**src/rtl/load_store_unit.sv**
```systemverilog
`default_nettype none
// ============================================================================
//  Module   : load_store_unit
//  Purpose  : Data-side access engine between the execute stage and the data
//             port (port B) of the dual-port memory. Accepts byte/half/word
//             loads and stores over a valid/ready request, issues word-aligned
//             memory ops, extracts and sign/zero-extends load data and does a
//             read-modify-write for sub-word stores. One response pulse per
//             accepted request; bad requests complete with resp_err.
//  Ports    : clk, reset (async, active-low)
//             req_valid/req_ready, req_store, req_size, req_unsigned,
//             req_addr, req_wdata                 - request channel
//             resp_valid, resp_err, resp_rdata    - completion channel
//             mem_op, mem_addr, mem_wdata         - registered memory command
//             mem_rdata, mem_rvalid               - memory read return
//  Config   : LSU_RMW_EN - when defined, sub-word stores run the RMW
//             sequence; otherwise they complete with an error and the RMW
//             states are not built.
//  Revision : 1.0 - initial release
// ============================================================================
module load_store_unit #(
    parameter int unsigned TIMEOUT_CYCLES = 15
) (
    input  logic        clk,
    input  logic        reset,
    input  logic        req_valid,
    output logic        req_ready,
    input  logic        req_store,
    input  logic [1:0]  req_size,
    input  logic        req_unsigned,
    input  logic [31:0] req_addr,
    input  logic [31:0] req_wdata,
    output logic        resp_valid,
    output logic        resp_err,
    output logic [31:0] resp_rdata,
    output logic [1:0]  mem_op,
    output logic [31:0] mem_addr,
    output logic [31:0] mem_wdata,
    input  logic [31:0] mem_rdata,
    input  logic        mem_rvalid
);

    localparam logic [1:0] MEM_DISABLE   = 2'b00;
    localparam logic [1:0] MEM_READ_SEXT = 2'b01;
    localparam logic [1:0] MEM_READ_ZEXT = 2'b10;
    localparam logic [1:0] MEM_WRITE     = 2'b11;

    // Wait counter value at which the wait state gives up.
    localparam logic [3:0] c_TIMEOUT_LAST = 4'(TIMEOUT_CYCLES - 1);

    typedef enum logic [2:0] {
        S_IDLE     = 3'd0,
        S_RD       = 3'd1,
        S_RD_WAIT  = 3'd2,
`ifdef LSU_RMW_EN
        S_RMW_RD   = 3'd3,
        S_RMW_WAIT = 3'd4,
        S_RMW_WR   = 3'd5,
`endif
        S_WR       = 3'd6
    } state_t;

    state_t      r_state, w_nextState;

    logic [1:0]  r_size;
    logic        r_unsigned;
    logic [1:0]  r_addrLo;
    logic [3:0]  r_waitCnt,   w_waitCntNext;
    logic [1:0]  r_memOp,     w_memOpNext;
    logic [31:0] r_memAddr,   w_memAddrNext;
    logic [31:0] r_memWdata,  w_memWdataNext;
    logic        r_respValid, w_respValid;
    logic        r_respErr,   w_respErr;
    logic [31:0] r_respRdata, w_respRdata;

    logic        w_accept;
    logic        w_misaligned;
    logic        w_waitExpired;

`ifdef LSU_RMW_EN
    logic [15:0] r_wdata;

    // Replace only the addressed lane(s) of the read word with store data.
    function automatic logic [31:0] mergeStore(input logic [31:0] word,
                                               input logic [15:0] wd,
                                               input logic [1:0]  size,
                                               input logic [1:0]  lo);
        logic [31:0] m;
        m = word;
        if (size == 2'b00) begin
            case (lo)
                2'd0:    m[7:0]   = wd[7:0];
                2'd1:    m[15:8]  = wd[7:0];
                2'd2:    m[23:16] = wd[7:0];
                default: m[31:24] = wd[7:0];
            endcase
        end else if (lo[1]) begin
            m[31:16] = wd;
        end else begin
            m[15:0]  = wd;
        end
        return m;
    endfunction
`endif

    function automatic logic [31:0] extractLoad(input logic [31:0] data,
                                                input logic [1:0]  size,
                                                input logic [1:0]  lo,
                                                input logic        uns);
        logic [7:0]  b;
        logic [15:0] h;
        logic [31:0] r;
        case (lo)
            2'd0:    b = data[7:0];
            2'd1:    b = data[15:8];
            2'd2:    b = data[23:16];
            default: b = data[31:24];
        endcase
        h = lo[1] ? data[31:16] : data[15:0];
        case (size)
            2'b00:   r = {{24{b[7] & ~uns}}, b};
            2'b01:   r = {{16{h[15] & ~uns}}, h};
            default: r = data;
        endcase
        return r;
    endfunction

    assign req_ready    = (r_state == S_IDLE) && reset;
    assign w_accept     = req_valid && req_ready;
    assign w_misaligned = (req_size == 2'b11)
                       || ((req_size == 2'b01) && req_addr[0])
                       || ((req_size == 2'b10) && (req_addr[1:0] != 2'b00));
    assign w_waitExpired = (r_waitCnt == c_TIMEOUT_LAST);

    always_ff @(posedge clk or negedge reset) begin
        if (!reset) begin
            r_state <= S_IDLE;
        end else begin
            r_state <= w_nextState;
        end
    end

    always_comb begin
        w_nextState    = r_state;
        w_waitCntNext  = r_waitCnt;
        w_memAddrNext  = r_memAddr;
        w_memWdataNext = r_memWdata;
        w_respValid    = 1'b0;
        w_respErr      = 1'b0;
        w_respRdata    = 32'd0;
        w_memOpNext    = MEM_DISABLE;

        case (r_state)
            S_IDLE: begin
                if (w_accept) begin
                    w_memAddrNext = {req_addr[31:2], 2'b00};
                    if (w_misaligned) begin
                        w_respValid = 1'b1;
                        w_respErr   = 1'b1;
                    end else if (!req_store) begin
                        w_nextState = S_RD;
                    end else if (req_size == 2'b10) begin
                        w_nextState    = S_WR;
                        w_memWdataNext = req_wdata;
                    end else begin
`ifdef LSU_RMW_EN
                        w_nextState = S_RMW_RD;
`else
                        w_respValid = 1'b1;
                        w_respErr   = 1'b1;
`endif
                    end
                end
            end
            S_RD: begin
                w_nextState   = S_RD_WAIT;
                w_waitCntNext = 4'd0;
            end
            S_RD_WAIT: begin
                if (mem_rvalid) begin
                    w_nextState = S_IDLE;
                    w_respValid = 1'b1;
                    w_respRdata = extractLoad(mem_rdata, r_size, r_addrLo, r_unsigned);
                end else if (w_waitExpired) begin
                    w_nextState = S_IDLE;
                    w_respValid = 1'b1;
                    w_respErr   = 1'b1;
                end else begin
                    w_waitCntNext = r_waitCnt + 4'd1;
                end
            end
`ifdef LSU_RMW_EN
            S_RMW_RD: begin
                w_nextState   = S_RMW_WAIT;
                w_waitCntNext = 4'd0;
            end
            S_RMW_WAIT: begin
                if (mem_rvalid) begin
                    w_nextState    = S_RMW_WR;
                    w_memWdataNext = mergeStore(mem_rdata, r_wdata, r_size, r_addrLo);
                end else if (w_waitExpired) begin
                    // Abandon the store: the write is never issued.
                    w_nextState = S_IDLE;
                    w_respValid = 1'b1;
                    w_respErr   = 1'b1;
                end else begin
                    w_waitCntNext = r_waitCnt + 4'd1;
                end
            end
            S_RMW_WR: begin
                w_nextState = S_IDLE;
                w_respValid = 1'b1;
            end
`endif
            S_WR: begin
                w_nextState = S_IDLE;
                w_respValid = 1'b1;
            end
            default: begin
                w_nextState = S_IDLE;
            end
        endcase

        // mem_op is registered, so it is derived from the state being entered.
        // S_RD is only entered from IDLE on accept, so req_unsigned is live.
        case (w_nextState)
            S_RD:     w_memOpNext = req_unsigned ? MEM_READ_ZEXT : MEM_READ_SEXT;
`ifdef LSU_RMW_EN
            S_RMW_RD: w_memOpNext = MEM_READ_ZEXT;
            S_RMW_WR: w_memOpNext = MEM_WRITE;
`endif
            S_WR:     w_memOpNext = MEM_WRITE;
            default:  w_memOpNext = MEM_DISABLE;
        endcase
    end

    always_ff @(posedge clk or negedge reset) begin
        if (!reset) begin
            r_size      <= 2'b00;
            r_unsigned  <= 1'b0;
            r_addrLo    <= 2'b00;
            r_waitCnt   <= 4'd0;
            r_memOp     <= MEM_DISABLE;
            r_memAddr   <= 32'd0;
            r_memWdata  <= 32'd0;
            r_respValid <= 1'b0;
            r_respErr   <= 1'b0;
            r_respRdata <= 32'd0;
        end else begin
            if (w_accept) begin
                r_size     <= req_size;
                r_unsigned <= req_unsigned;
                r_addrLo   <= req_addr[1:0];
            end
            r_waitCnt   <= w_waitCntNext;
            r_memOp     <= w_memOpNext;
            r_memAddr   <= w_memAddrNext;
            r_memWdata  <= w_memWdataNext;
            r_respValid <= w_respValid;
            r_respErr   <= w_respErr;
            r_respRdata <= w_respRdata;
        end
    end

`ifdef LSU_RMW_EN
    always_ff @(posedge clk or negedge reset) begin
        if (!reset) begin
            r_wdata <= 16'd0;
        end else if (w_accept) begin
            r_wdata <= req_wdata[15:0];
        end
    end
`endif

    assign mem_op     = r_memOp;
    assign mem_addr   = r_memAddr;
    assign mem_wdata  = r_memWdata;
    assign resp_valid = r_respValid;
    assign resp_err   = r_respErr;
    assign resp_rdata = r_respRdata;

endmodule
`default_nettype wire

```
**config.mk**
```make
export PLATFORM = sky130hd
export DESIGN_NAME = load_store_unit
export DESIGN_NICKNAME = d
export VERILOG_FILES = /design/src/rtl/load_store_unit.sv
export SDC_FILE = /design/constraint.sdc
export NUM_CORES = 1
export LEC_CHECK = 0
export CAP_MARGIN = 20
export CORE_ASPECT_RATIO = 2
export CORE_UTILIZATION = 42
export DETAILED_ROUTE_END_ITERATION = 6
export PLACE_DENSITY = 0.84
export SYNTH_ARGS = -nofsm -noshare
export SYNTH_HDL_FRONTEND = slang
export SYNTH_SLANG_ARGS = --single-unit
```
**constraint.sdc**
```tcl
create_clock -name clk -period 2.2 [get_ports clk]
set_clock_uncertainty 0.05 [all_clocks]
set_input_delay 0.55 -clock clk [delete_from_list [all_inputs] [get_ports clk]]
set_output_delay 0.55 -clock clk [all_outputs]
set_load 0.02 [all_outputs]
```
==> run summary, run 1 <==
status -> completed
critical-path maximum fanout -> 3
vias in the first global route -> 4,560
H-tree depth -> 3
DRC viols -> 0
clk_lat worst skew -> 0.34 ns
I/O pin count -> 205
synthesized area -> 4730 µm²
post_cts resized -> 1
P_int -> 3.94 mW
worst slew pin tran -> 0.786 ns
vias per cell -> 5.22
startpoint types -> flop
half-perimeter wire length after placement -> 10.4 mm
hold slack -> 0.370 ns
sw frac -> 30.3%
synthesized flop and latch total -> 110
Nets -> 762
post-synthesis area per instance -> 10.6 µm²
CP startpoint -> r_state[0]$_DFF_PN0_
initial antenna violation count -> 0
antenna viol nets, final -> 0
routed vias -> 4,180
TritonCTS clock tree -> built
die width -> 77.1 µm
first-pass GRT wire length -> 22.4 mm
Die ar. -> 11,700 µm²
Pwr Density -> 774 nW/µm²
Max-Cap Viols -> 0
critical path arrival -> 1.45 ns
Yosys Warn Count -> 0
global route overflow -> 0
post-route cell area -> 7300 µm²
DRT iter0 DRCs -> 289
total CTS buffers -> 9
clock sinks -> 110
Switch Pwr -> 1.71 mW
clock root buffer -> clkbuf_16
hold buffer count at cts -> 0
Pre-Repair DR Iteration Count -> 4
final setup violation count -> 0
Clk pwr share -> 29.3%
Hold WC Path Type -> in -> async
Routed WL per cell -> 17.1 µm
placed cell areas -> 7000 µm²
clock slew at reported path FFs -> 0.07 ns
GPL Wtd Cong -> 0.863
Final min period -> 2.05 ns
RSZ-0062 raised after global routing -> false
max_slew headroom -> 47.6%
Die H -> 152 µm
Layout area overhead -> 54.2%
Max IR drop VDD -> 0.000513 V
port bufs -> 202
final worst-path cycle share -> 93.1%
CP endpoint kind -> output pin
Initial Util -> 43.2%
core area -> 10,900 µm²
gr usage total -> 24.6%
maximum clock frequency -> 0.488 GHz
# rows -> 54
CTS max path bufs -> 2
# diodes -> 0
postcts setup bufs -> 0
worst reg2reg path startpoint -> r_addrLo[0]$_DFFE_PN0N_
largest net degree at the start of global routing -> 63
combinational group share of total power -> 27.8%
P_leak -> 3.47 nW
final hold vios -> 0
final wirelength -> 13.7 mm
sequential area share after synthesis -> 58.2%
Slew Viols, Final -> 0
synth unique cells -> 38
Filler cells -> 854
Setup CP Type -> reg -> out
Required @ worst endpoint -> 1.60 ns
cell count after synthesis -> 448
layout cells sized above 1 -> 9.38%
sequential power share -> 42.9%
[critical path, cell delays in order, from the launching register on]
cell and delay (ns):
dfrtp_1 0.43, nor4b_4 0.31, dlygate4sd2_1 0.37
[sequential cells by signal, summed over array words and instances (netlist names), 2 cells and up]
signal,cells
r_addrLo,2
mem_op,2
resp_rdata,32
r_state,3
mem_wdata,32
r_size,2
r_waitCnt,4
mem_addr,30
[metal layers]
layer	part of all wire [%]	track usage, %	routed length (µm)	vias up
met5	0	0	0	-
met4	4.4	13.4	596	0
met3	5.3	4.26	731	39
met2	56	45.5	7620	217
met1	35	25.7	4730	2010
li1	-	-	-	1914
[metrics by stage]
| stage | TNS [ns] | instances | total power, mW | worst slack (ns) | util [%] |
|---|---|---|---|---|---|
| final | 0 | 801 | 5.65 | 0.153 | 66.7 |
| after global routing | 0 | 801 | 5.94 | 0.0891 | 66.7 |
| after CTS | 0 | 801 | 5.69 | 0.126 | 66.7 |
| after detailed placement | -0.560 | 785 | 4.03 | -0.0888 | 63.9 |
| after global placement | 0 | 785 | 3.97 | 0.0361 | 63.9 |
| after floorplan | 0 | 449 | 3.20 | 0.0800 | - |
[placed cells by master, fill, tap and decap left out, types with 2 or more instances in the layout]
master / count
nand2_1: 151
clkbuf_16: 9
a21oi_1: 4
inv_6: 3
conb_1: 2
nand2b_1: 3
buf_12: 2
inv_1: 13
clkdlybuf4s50_1: 200
a32o_1: 2
a2111oi_0: 8
mux2_1: 26
buf_4: 22
nor2_1: 22
mux2i_1: 4
dfrtp_1: 110
o21ai_0: 15
nand3_1: 5
mux2_2: 10
mux4_2: 7
or2_2: 2
nor3_1: 4
ha_1: 2
o22ai_1: 9
a221oi_1: 7
[final timing paths]
path                                              to  slack [ns]  cells past startpoint
max reg2reg                  resp_rdata[9]$_DFF_PN0_        0.31                      4
min in group clk            mem_addr[22]$_DFFE_PN0P_        0.43                      2
min reg2reg                 mem_addr[22]$_DFFE_PN0P_        0.43                      2
max in group asynchronous  mem_wdata[19]$_DFFE_PN0P_        0.60                      3
max                                        req_ready        0.15                      2
min                         mem_addr[27]$_DFFE_PN0P_        0.37                      2
[synthesized netlist by cell type]
| library cell | instances | share of area (%) |
|---|---|---|
| mux2_1 | 26 | 6.2 |
| nand3b_1 | 1 | 0.16 |
| nor4b_4 | 1 | 0.50 |
| clkbuf_1 | 19 | 1.5 |
| nand3_1 | 5 | 0.53 |
| nand2_1 | 151 | 12 |
| mux2_2 | 10 | 2.4 |
| mux2i_1 | 4 | 0.85 |
| a221oi_1 | 7 | 1.3 |
| a21oi_1 | 4 | 0.42 |
| a2111oi_0 | 8 | 1.5 |
| a32o_1 | 2 | 0.42 |
| buf_1 | 1 | 0.079 |
| ha_1 | 2 | 0.53 |
| nor3_1 | 4 | 0.42 |
| buf_4 | 5 | 0.79 |
| a21o_1 | 1 | 0.16 |
| o21ai_0 | 15 | 1.6 |
| mux4_2 | 7 | 3.3 |
| inv_1 | 13 | 1.0 |
| and2_1 | 1 | 0.13 |
| nor2_1 | 22 | 1.7 |
| a221o_1 | 1 | 0.21 |
| a22o_1 | 1 | 0.19 |
| nand4_4 | 1 | 0.45 |
| conb_1 | 1 | 0.079 |
| o22ai_1 | 9 | 1.2 |
| nor2b_1 | 1 | 0.13 |
| nand2b_1 | 3 | 0.40 |
| dfrtp_1 | 110 | 58 |
| o211ai_1 | 1 | 0.16 |
| or3b_2 | 1 | 0.19 |
| buf_2 | 4 | 0.42 |
| o21ai_1 | 1 | 0.11 |
| or2_2 | 2 | 0.26 |
| o31ai_1 | 1 | 0.16 |
| nand4bb_1 | 1 | 0.24 |
| and3_1 | 1 | 0.13 |
[cell families (layout without fill, tap and decap cells)]
group / Yosys count / count (layout) / synth area share (%)
AOI/OAI and AO/OA: 51 / 51 / 7.38
buffers and inverters: 42 / 254 / 3.83
DFF: 110 / 110 / 58.2
muxes: 47 / 47 / 12.7
and+or+nand+nor: 195 / 195 / 17.3
other: 1 / 2 / 0.0792
adders and majority gates: 2 / 2 / 0.529
[power by group through the flow]
| stage | combinational [mW] | sequential (mW) | clock [mW] |
|---|---|---|---|
| floorplan | 0.536 | 2.66 | 0 |
| global placement | 1.52 | 2.45 | 0 |
| detailed placement | 1.57 | 2.46 | 0 |
| CTS | 1.58 | 2.43 | 1.69 |
| global route | 1.69 | 2.46 | 1.79 |
| finish | 1.57 | 2.42 | 1.65 |
[layout make-up]
cell class	instances	area [µm²]	share of cell area, %
repair buffers	225	2220	30.4
multi-input cells	297	1800	24.7
inverters	13	48.8	0.669
well taps	140	175	2.40
flip-flops and latches	110	2750	37.7
clock inverters	7	77.6	1.06
clock buffers	9	225	3.09
No activity file was read; power rests on OpenSTA's default activity.
==> inputs of run 2 (changes only) <==
--- a/config.mk
+++ b/config.mk
@@ -7,9 +7,10 @@
 export LEC_CHECK = 0
 export CAP_MARGIN = 20
 export CORE_ASPECT_RATIO = 2
-export CORE_UTILIZATION = 42
+export CORE_UTILIZATION = 44
+export CTS_BUF_LIST = sky130_fd_sc_hd__clkbuf_4 sky130_fd_sc_hd__clkbuf_8
 export DETAILED_ROUTE_END_ITERATION = 6
-export PLACE_DENSITY = 0.84
+export PLACE_DENSITY = 0.87
 export SYNTH_ARGS = -nofsm -noshare
 export SYNTH_HDL_FRONTEND = slang
 export SYNTH_SLANG_ARGS = --single-unit
==> run summary, run 2 (same netlist as run 1, synthesis figures left out) <==
maximum clock frequency -> 0.478 GHz
most common cell after layout, fill and taps aside -> clkdlybuf4s50_1
final core occ -> 69.2%
final worst-path cycle share -> 95.1%
cells on worst reg2reg path -> 6
Routed WL per cell -> 17.6 µm
# diodes -> 0
Setup CP Type -> reg -> out
Die ar. -> 11,200 µm²
hold slack -> 0.211 ns
final wirelength -> 14.1 mm
RSZ-0062 raised after global routing -> false
sw frac -> 30.1%
Required @ worst endpoint -> 1.60 ns
TNS Setup -> 0 ns
total power -> 5.49 mW
Switch Pwr -> 1.65 mW
port bufs -> 202
Slew Viols, Final -> 0
Hold WC Path Type -> in -> async
routed vias -> 4,257
Die H -> 149 µm
DRT iter0 DRCs -> 206
R2R Path End -> r_waitCnt[2]$_DFFE_PN0P_
antenna viol nets, final -> 0
global route overflow -> 0
critical path arrival -> 1.49 ns
hold buffer count at cts -> 0
Post-Place Cells -> 783
worst reg2reg path startpoint -> r_waitCnt[0]$_DFFE_PN0P_
core area -> 10,500 µm²
CP Capture Point -> req_ready
startpoint types -> flop
total CTS buffers -> 9
worst slew pin tran -> 0.882 ns
GPL Wtd Cong -> 0.904
vias in the first global route -> 4,487
Max IR drop VDD -> 0.000535 V
combinational group share of total power -> 29.0%
P_int -> 3.84 mW
status -> completed
DRC viols -> 0
Layout area overhead -> 53.3%
die width -> 75.3 µm
final setup violation count -> 0
final hold vios -> 0
gr usage total -> 26.2%
Pwr Density -> 757 nW/µm²
Final min period -> 2.09 ns
Initial Util -> 45.2%
half-perimeter wire length after placement -> 10.8 mm
max_slew headroom -> 41.2%
CP endpoint kind -> output pin
Pre-Repair DR Iteration Count -> 5
first-pass GRT wire length -> 21.8 mm
sequential power share -> 44.0%
H-tree depth -> 3
clock slew at reported path FFs -> 0.11 ns
CTS max path bufs -> 2
commonest cells after routing, fill and taps aside -> clkdlybuf4s50_1, nand2_1, dfrtp_1
TritonCTS clock tree -> built
clock sinks -> 110
I/O pin count -> 205
critical-path maximum fanout -> 3
clk_lat worst skew -> 0.37 ns
Nets -> 763
Finished Layout Cells -> 799
largest net degree at the start of global routing -> 73
P_leak -> 3.46 nW
clock root buffer -> clkbuf_8
initial antenna violation count -> 0
layout cells sized above 1 -> 9.52%
Max-Cap Viols -> 0
CP startpoint -> r_state[2]$_DFF_PN0_
Clk pwr share -> 27.0%
reg-to-reg slack, setup -> 0.31 ns
# rows -> 53
vias per cell -> 5.33
[run 2: how the worst min path moves through the flow]
stage                                        start  depth (start not counted)  slack [ns]                        to
after floorplan                              reset                          0        0.20  mem_addr[10]$_DFFE_PN0P_
after global placement    mem_addr[18]$_DFFE_PN0P_                          2        0.41  mem_addr[18]$_DFFE_PN0P_
after detailed placement  mem_addr[25]$_DFFE_PN0P_                          2        0.42  mem_addr[25]$_DFFE_PN0P_
after CTS                                    reset                          2        0.23  resp_rdata[27]$_DFF_PN0_
after global routing                         reset                          2        0.23  resp_rdata[26]$_DFF_PN0_
final                                        reset                          2        0.21  resp_rdata[21]$_DFF_PN0_
[run 2: per-stage QoR]
stage          setup WS [ns]  instance area, µm²
2_1_floorplan         0.0800                4740
3_3_place_gp          0.0125                7000
3_5_place_dp         -0.0391                7000
4_1_cts               0.0795                7250
5_1_grt               0.0439                7250
6_report               0.109                7250
[run 2: power groups by stage]
| stage | Sequential [mW] | Clock [mW] | Combinational, mW |
|---|---|---|---|
| detailed placement | 2.46 | 0 | 1.59 |
| floorplan | 2.66 | 0 | 0.536 |
| CTS | 2.42 | 1.51 | 1.60 |
| global placement | 2.44 | 0 | 1.53 |
| global route | 2.45 | 1.58 | 1.71 |
| finish | 2.42 | 1.48 | 1.59 |
[run 2: layer usage]
metal	part of all wire (%)	global-route usage [%]
met1	33	27.0
met2	57	47.9
met3	5.5	4.47
met4	4.5	14.1
met5	0	0
[run 2: cell type report]
class                           count  area, µm²
Inverter                           13       48.8
Sequential cell                   110       2750
Fill cell                         805       3230
Multi-Input combinational cell    297       1800
Tap cell                          137        171
Clock inverter                      6        116
Timing Repair Buffer              226       2220
Clock buffer                       10        138
[run 2: critical path, cell delays in order, from the launching register on]
cell and delay (ns):
dfrtp_1 0.43, nor4b_4 0.33, dlygate4sd2_1 0.38
[run 2: timing repair]
action                     CTS  global route
setup endpoints to repair    1             0
buffers inserted             0             0
resized for setup            1             0
